File: config.mk
export PLATFORM = sky130hd
export DESIGN_NAME = rv_store_align
export DESIGN_NICKNAME = d
export VERILOG_FILES = /design/src/rtl/rv_lsu_pkg.sv /design/src/rtl/rv_store_lane_align.sv /design/src/rtl/rv_store_align.sv
export SDC_FILE = /design/constraint.sdc
export NUM_CORES = 1
export LEC_CHECK = 0
export ABC_AREA = 1
export CAP_MARGIN = 40
export CORE_ASPECT_RATIO = 1.1
export CORE_MARGIN = 2
export CORE_UTILIZATION = 45
export DETAILED_ROUTE_END_ITERATION = 8
export PLACE_DENSITY = 0.81
export SLEW_MARGIN = 40
export SYNTH_ARGS = -nofsm -noshare
export SYNTH_HDL_FRONTEND = slang
export SYNTH_SLANG_ARGS = --single-unit
File: constraint.sdc
create_clock -name clk_i -period 1.6 [get_ports clk_i]
set_input_delay 0.48 -clock clk_i [delete_from_list [all_inputs] [get_ports clk_i]]
set_output_delay 0.48 -clock clk_i [all_outputs]
set_load 0.005 [all_outputs]
File: src/rtl/rv_lsu_pkg.sv
// -----------------------------------------------------------------------------
// rv_lsu_pkg
// Shared types and constants for the load/store unit store path.
//   sz_e     : access size encoding as it arrives from the core (st_size_i)
//   state_e  : store sequencer states
//   LANES    : number of byte lanes in a data word
// -----------------------------------------------------------------------------
package rv_lsu_pkg;

    localparam int LANES = 4;

    typedef enum logic [1:0] {
        SZ_BYTE = 2'b00,
        SZ_HALF = 2'b01,
        SZ_WORD = 2'b10,
        SZ_ILL  = 2'b11
    } sz_e;

    typedef enum logic [2:0] {
        ST_IDLE = 3'd0,
        ST_REQ1 = 3'd1,
        ST_RSP1 = 3'd2,
        ST_REQ2 = 3'd3,
        ST_RSP2 = 3'd4
    } state_e;

endpackage

File: src/rtl/rv_store_lane_align.sv
// -----------------------------------------------------------------------------
// rv_store_lane_align
// Combinational lane placement for stores. The result spans two words so that a
// store crossing a word boundary can be issued as two accesses: bits [3:0] /
// [31:0] form the first access, bits [7:4] / [63:32] the second.
//   off_i   : byte offset within the word (addr[1:0])
//   size_i  : access size
//   data_i  : register value, low bits used for byte/half
//   be_o    : byte enables over two words
//   wdata_o : lane-placed write data over two words, unused lanes zero
// -----------------------------------------------------------------------------
module rv_store_lane_align
    import rv_lsu_pkg::*;
(
    input  logic [1:0]  off_i,
    input  sz_e         size_i,
    input  logic [31:0] data_i,
    output logic [7:0]  be_o,
    output logic [63:0] wdata_o
);

    logic [7:0]  mask_s;
    logic [31:0] narrow_s;

    // Size decode: lane mask and data narrowed to the access width.
    always_comb begin
        mask_s   = 8'h00;
        narrow_s = 32'h0000_0000;
        case (size_i)
            SZ_BYTE: begin
                mask_s   = 8'h01;
                narrow_s = {24'h00_0000, data_i[7:0]};
            end
            SZ_HALF: begin
                mask_s   = 8'h03;
                narrow_s = {16'h0000, data_i[15:0]};
            end
            SZ_WORD: begin
                mask_s   = 8'h0F;
                narrow_s = data_i;
            end
            default: begin
                mask_s   = 8'h00;
                narrow_s = 32'h0000_0000;
            end
        endcase
    end

    // Shift mask and data up to the addressed lanes.
    always_comb begin
        be_o    = mask_s << off_i;
        wdata_o = {32'h0000_0000, narrow_s} << {off_i, 3'b000};
    end

endmodule

File: src/rtl/rv_store_align.sv
// -----------------------------------------------------------------------------
// rv_store_align
// Store issue unit: narrows a register value to byte/half/word, places it on
// the byte lanes, and runs the req/gnt/rvalid handshake to data memory.
// Optional macro RV_STORE_MISALIGN_EN: accept any alignment and split
// word-crossing stores into two accesses. Without it, misaligned half/word
// stores are rejected with st_err_o and the second access path is not built.
// Ports:
//   clk_i, arstn_i          : clock, async active-low reset
//   st_valid_i/st_ready_o   : store request from core / unit idle
//   st_addr_i/st_data_i     : byte address / register value
//   st_size_i               : 00 byte, 01 half, 10 word, 11 illegal
//   st_done_o/st_err_o      : one-cycle completion / rejection pulses
//   data_req_o/data_gnt_i   : memory request / grant
//   data_rvalid_i           : memory write response
//   data_we_o               : write enable, follows data_req_o
//   data_addr_o/be_o/wdata_o: word-aligned address, byte enables, write data
// -----------------------------------------------------------------------------
module rv_store_align
    import rv_lsu_pkg::*;
#(
    parameter int ADDR_WIDTH = 32,
    parameter int XLEN       = 32
) (
    input  logic                  clk_i,
    input  logic                  arstn_i,
    input  logic                  st_valid_i,
    output logic                  st_ready_o,
    input  logic [ADDR_WIDTH-1:0] st_addr_i,
    input  logic [XLEN-1:0]       st_data_i,
    input  logic [1:0]            st_size_i,
    output logic                  st_done_o,
    output logic                  st_err_o,
    output logic                  data_req_o,
    input  logic                  data_gnt_i,
    input  logic                  data_rvalid_i,
    output logic                  data_we_o,
    output logic [ADDR_WIDTH-1:0] data_addr_o,
    output logic [LANES-1:0]      data_be_o,
    output logic [XLEN-1:0]       data_wdata_o
);

    sz_e                   size_s;
    logic [7:0]            be8_s;
    logic [63:0]           wd64_s;
    logic                  illegal_s;
    logic                  misal_s;

    state_e                state_q,      state_d;
    logic                  st_ready_q,   st_ready_d;
    logic                  st_done_q,    st_done_d;
    logic                  st_err_q,     st_err_d;
    logic                  data_req_q,   data_req_d;
    logic [ADDR_WIDTH-1:0] data_addr_q,  data_addr_d;
    logic [LANES-1:0]      data_be_q,    data_be_d;
    logic [XLEN-1:0]       data_wdata_q, data_wdata_d;

    assign size_s = sz_e'(st_size_i);

    rv_store_lane_align u_lane (
        .off_i   (st_addr_i[1:0]),
        .size_i  (size_s),
        .data_i  (st_data_i),
        .be_o    (be8_s),
        .wdata_o (wd64_s)
    );

    assign illegal_s = (size_s == SZ_ILL);

`ifdef RV_STORE_MISALIGN_EN
    // Second-access payload captured at accept time.
    logic                  cross_q,  cross_d;
    logic [LANES-1:0]      be_hi_q,  be_hi_d;
    logic [XLEN-1:0]       wd_hi_q,  wd_hi_d;

    // Every alignment is legal; crossing stores are split.
    always_comb begin
        misal_s = 1'b0;
    end
`else
    // Upper half of the lane result only matters for split stores.
    logic unused_hi_s;
    assign unused_hi_s = ^{be8_s[7:4], wd64_s[63:32]};

    // Reject half on odd address and word on any non-zero offset.
    always_comb begin
        misal_s = 1'b0;
        if (size_s == SZ_HALF) begin
            misal_s = st_addr_i[0];
        end else if (size_s == SZ_WORD) begin
            misal_s = |st_addr_i[1:0];
        end else begin
            misal_s = 1'b0;
        end
    end
`endif

    // Next-state and output-register computation for the store sequencer.
    always_comb begin
        state_d      = state_q;
        st_done_d    = 1'b0;
        st_err_d     = 1'b0;
        data_req_d   = data_req_q;
        data_addr_d  = data_addr_q;
        data_be_d    = data_be_q;
        data_wdata_d = data_wdata_q;
`ifdef RV_STORE_MISALIGN_EN
        cross_d      = cross_q;
        be_hi_d      = be_hi_q;
        wd_hi_d      = wd_hi_q;
`endif
        case (state_q)
            ST_IDLE: begin
                // st_ready_q is low during the done/err pulse cycle, so a
                // request then waits one more cycle.
                if (st_valid_i && st_ready_q) begin
                    if (illegal_s || misal_s) begin
                        st_err_d = 1'b1;
                    end else begin
                        state_d      = ST_REQ1;
                        data_req_d   = 1'b1;
                        data_addr_d  = {st_addr_i[ADDR_WIDTH-1:2], 2'b00};
                        data_be_d    = be8_s[3:0];
                        data_wdata_d = wd64_s[31:0];
`ifdef RV_STORE_MISALIGN_EN
                        cross_d      = |be8_s[7:4];
                        be_hi_d      = be8_s[7:4];
                        wd_hi_d      = wd64_s[63:32];
`endif
                    end
                end else begin
                    state_d = ST_IDLE;
                end
            end
            ST_REQ1: begin
                if (data_gnt_i) begin
                    state_d    = ST_RSP1;
                    data_req_d = 1'b0;
                end else begin
                    state_d = ST_REQ1;
                end
            end
            ST_RSP1: begin
                if (data_rvalid_i) begin
`ifdef RV_STORE_MISALIGN_EN
                    if (cross_q) begin
                        state_d      = ST_REQ2;
                        data_req_d   = 1'b1;
                        data_addr_d  = data_addr_q + ADDR_WIDTH'(4);
                        data_be_d    = be_hi_q;
                        data_wdata_d = wd_hi_q;
                    end else
`endif
                    begin
                        state_d   = ST_IDLE;
                        st_done_d = 1'b1;
                    end
                end else begin
                    state_d = ST_RSP1;
                end
            end
`ifdef RV_STORE_MISALIGN_EN
            ST_REQ2: begin
                if (data_gnt_i) begin
                    state_d    = ST_RSP2;
                    data_req_d = 1'b0;
                end else begin
                    state_d = ST_REQ2;
                end
            end
            ST_RSP2: begin
                if (data_rvalid_i) begin
                    state_d   = ST_IDLE;
                    st_done_d = 1'b1;
                end else begin
                    state_d = ST_RSP2;
                end
            end
`endif
            default: begin
                state_d    = ST_IDLE;
                data_req_d = 1'b0;
            end
        endcase
        // Ready stays low through the pulse cycle and returns the cycle after.
        st_ready_d = (state_d == ST_IDLE) && !st_done_d && !st_err_d;
    end

    // State and output registers.
    always_ff @(posedge clk_i or negedge arstn_i) begin
        if (!arstn_i) begin
            state_q      <= ST_IDLE;
            st_ready_q   <= 1'b1;
            st_done_q    <= 1'b0;
            st_err_q     <= 1'b0;
            data_req_q   <= 1'b0;
            data_addr_q  <= {ADDR_WIDTH{1'b0}};
            data_be_q    <= {LANES{1'b0}};
            data_wdata_q <= {XLEN{1'b0}};
        end else begin
            state_q      <= state_d;
            st_ready_q   <= st_ready_d;
            st_done_q    <= st_done_d;
            st_err_q     <= st_err_d;
            data_req_q   <= data_req_d;
            data_addr_q  <= data_addr_d;
            data_be_q    <= data_be_d;
            data_wdata_q <= data_wdata_d;
        end
    end

`ifdef RV_STORE_MISALIGN_EN
    // Second-access payload registers.
    always_ff @(posedge clk_i or negedge arstn_i) begin
        if (!arstn_i) begin
            cross_q <= 1'b0;
            be_hi_q <= {LANES{1'b0}};
            wd_hi_q <= {XLEN{1'b0}};
        end else begin
            cross_q <= cross_d;
            be_hi_q <= be_hi_d;
            wd_hi_q <= wd_hi_d;
        end
    end
`endif

    assign st_ready_o   = st_ready_q;
    assign st_done_o    = st_done_q;
    assign st_err_o     = st_err_q;
    assign data_req_o   = data_req_q;
    assign data_we_o    = data_req_q;
    assign data_addr_o  = data_addr_q;
    assign data_be_o    = data_be_q;
    assign data_wdata_o = data_wdata_q;

endmodule

==> key figures <==
Status
  • Status: complete, no violations

Yosys
  • Yosys reg bits: 73
  • Avg Inst Size Synth: 7.06 um2
  • Mapped Cells: 540
  • Post-synthesis sequential area ratio: between 40% and 50%
  • Synthesized area: 3810 um2
  • Synth warn: 0
  • Yosys cell types: 23

Final layout
  • Share of cells above drive strength 1: about 14%
  • Ant. Diodes: 0
  • Fin util: between 70% and 80%
  • Design Area, Final: about 6000 um2
  • Total Nets Final: ~800
  • Area Overhead vs Synth: 56.3%
  • Layout fillers: about 700

Setup path
  • Critical path capture point type: primary output
  • Crit path required time: 1.12 ns
  • Setup CP Type: flip-flop to primary output
  • Worst path max stage delay: between 0.3 and 0.4 ns
  • Bufs and invs on worst path: 2
  • Top delay family on crit path: flip-flops
  • Critical path arrival: 1.05 ns
  • Crit-path max FO: 2
  • Startpoint types: flip-flop
  • CP max-delay cell: dfrtp_1
  • Cell Chain, Critical Path: buf_4 > clkdlybuf4s15_1

Pwr
  • P_int: 4.29 mW
  • P per Cell Area: ~1000 nW/um2
  • Logic pwr share: a little under a third
  • Max VDD drop: between 0.5 and 0.6 mV
  • Pleak: 3.37 nW
  • Sequential share of power: between 40% and 50%
  • Switching share of total power: about 30%
  • P_sw: around 1.8 mW
  • Clock network fraction of design power: around 29%

Die
  • Chip height: 101 um
  • Num rows: 35
  • Die width: 91.8 um
  • Die area: around 9200 um2
  • Core ar.: 8320 um2
  • I/O pins: 144
  • Starting Density: a little under half

CTS
  • Clock Tree Buf Depth: 2
  • H-Tree Depth: 3
  • Hold_buf cts: 0
  • Clock buffer count from CTS: 9
  • Clock Pin Slew Worst Setup and Hold Paths: ~0.070 ns
  • Worst-skew pair later-pin latency: ~0.35 ns
  • Root buf cell: clkbuf_8
  • CTS tree: built
  • Clk sink count: between 70 and 80

Global routing
  • Largest net degree at the start of global routing: 74
  • GRT Resource Usage Total: between 20 and 30%
  • Total gr overflow: 0
  • Number of global-route vias before repair: 4301
  • First-pass GRT wire length: approximately 20 mm
  • Initial antenna violation count: 0

Placement
  • DP Worst Slack: -0.677 ns
  • Detailed Place HPWL: 8.68 mm
  • Port bufs: 141
  • RePlAce Congestion: 0.960
  • Placed Area: 5490 um2

STA
  • Worst Setup Slack, final: 0.0716 ns
  • Crit path time final: 1.53 ns
  • Final setup fails: 0
  • Min Hold Slack: ~0.15 ns
  • Period utilization: a little over nine tenths
  • Final hold viol count: 0
  • Top achievable clock speed: 654 MHz
  • Clk_skew: 0.00905 ns
  • Max-slew violations: 0

Detailed routing
  • Iter 0 DRT Violations: 185
  • Antenna Nets Post-Route: 0
  • # DRC: 0
  • DR vias: just over 4000
  • Final WL: approximately 12 mm
  • DR pass1 iterations: 5
  • Post-DR vias/cell: ~4.9
  • Wire per inst: approximately 15 um

Flow run
  • Max-Cap Viols: 0

Hold path
  • Min-Delay Path Class: input port to asynchronous set/reset pin
[per-layer routing]
| metal | global-route usage (%) | wire length, um | vias up |
|---|---|---|---|
| li1 | - | - | 1971 |
| met1 | 34.1 | 4950 | 1858 |
| met2 | 48.9 | 6180 | 186 |
| met3 | 5.68 | 895 | 23 |
| met4 | 11.8 | 378 | 0 |
| met5 | 0 | 0 | - |
[cell type report]
type	instances	area (um2)	share of cell area [%]
Clock buffer	9	124	2.08
Clock inverter	7	118	1.97
Inverter	32	140	2.35
Multi-Input combinational cell	407	1780	29.9
Sequential cell	73	1830	30.6
Tap cell	111	139	2.33
Timing Repair Buffer	189	1840	30.8
[synthesized netlist by cell type, drive strengths merged]
cell	count	area (um2)
ha	5	62.6
nand4	2	12.5
dfrtp	72	1800
nor2	20	92.6
nand2	326	1230
buf	24	176
inv	32	120
clkbuf	6	22.5
conb	1	3.75
dfstp	1	26.3
nor3	1	5.00
nand3	24	133
nand3b	1	7.51
o21ai	24	120
a21oi	1	5.00
[power groups by stage]
stage | Sequential [mW] | Clock (mW) | Combinational [mW]
finish | 2.49 | 1.77 | 1.86
global route | 2.55 | 1.89 | 2.07
CTS | 2.48 | 1.80 | 1.84
detailed placement | 2.54 | 0 | 1.96
global placement | 2.51 | 0 | 1.91
floorplan | 2.55 | 0 | 0.621
[final timing paths]
kind | startpoint | to | slack [ns] | cells past startpoint
hold reg to reg | data_addr_o[10] | data_addr_o[10] | 0.47 | 2
setup reg to reg | st_ready_o | data_wdata_o[29] | 0.09 | 9
setup / recovery | data_req_o | data_we_o | 0.07 | 2
min in group clk_i | data_addr_o[10] | data_addr_o[10] | 0.47 | 2
hold / removal | arstn_i | data_addr_o[2] | 0.15 | 2
max in group asynchronous | arstn_i | st_ready_o | 1.12 | 2
[placed cells by master, fill, tap and decap left out, types with 2 or more instances in the layout]
cell | synthesis | layout
nand2_1 | 325 | 321
dfrtp_1 | 72 | 72
dlygate4sd2_1 | 0 | 71
clkdlybuf4s50_1 | 0 | 65
buf_4 | 5 | 32
inv_1 | 29 | 26
nand3_1 | 23 | 21
o21ai_0 | 23 | 17
nor2_1 | 17 | 9
clkbuf_8 | 0 | 9
buf_12 | 0 | 9
nor2_2 | 1 | 6
nor2_4 | 2 | 5
o21ai_1 | 1 | 5
inv_2 | 3 | 4
nand2_2 | 1 | 4
buf_6 | 7 | 4
conb_1 | 1 | 3
bufinv_16 | 0 | 3
clkbuf_2 | 0 | 3
nand4_1 | 2 | 2
nand3_2 | 0 | 2
ha_2 | 0 | 2
ha_4 | 0 | 2
clkinv_2 | 0 | 2
[flip-flops by register name, indices dropped and copies added, names as in the netlist]
register	flops
data_wdata_o	32
data_addr_o	30
data_be_o	4
state_q	3
data_req_o	1
st_done_o	1
st_err_o	1
st_ready_o	1
[kinds of logic after synthesis]
family | count (synthesis) | share of synthesized area, %
other cells | 1 | 0.0983
flops | 73 | 47.9
simple gates | 374 | 38.7
compound gates | 25 | 3.28
fa+ha+maj | 5 | 1.64
buf+inv | 62 | 8.36
[metrics by stage]
stage	power, mW	std cells	setup TNS (ns)
after floorplan	3.17	542	-1.46
after global placement	4.43	792	-39.41
after detailed placement	4.49	792	-41.80
after CTS	6.12	826	-0.0277
after global routing	6.51	828	-0.0613
final	6.12	828	0
[timing repair]
item / 4_1_cts / 5_1_grt
endpoints found under the setup margin: 140 / 68
pin swaps: 6 / 5
gates resized for setup: 103 / 23
gates cloned: 3 / 1
setup buffers: 15 / 3
No activity file was read; power rests on OpenSTA's default activity.
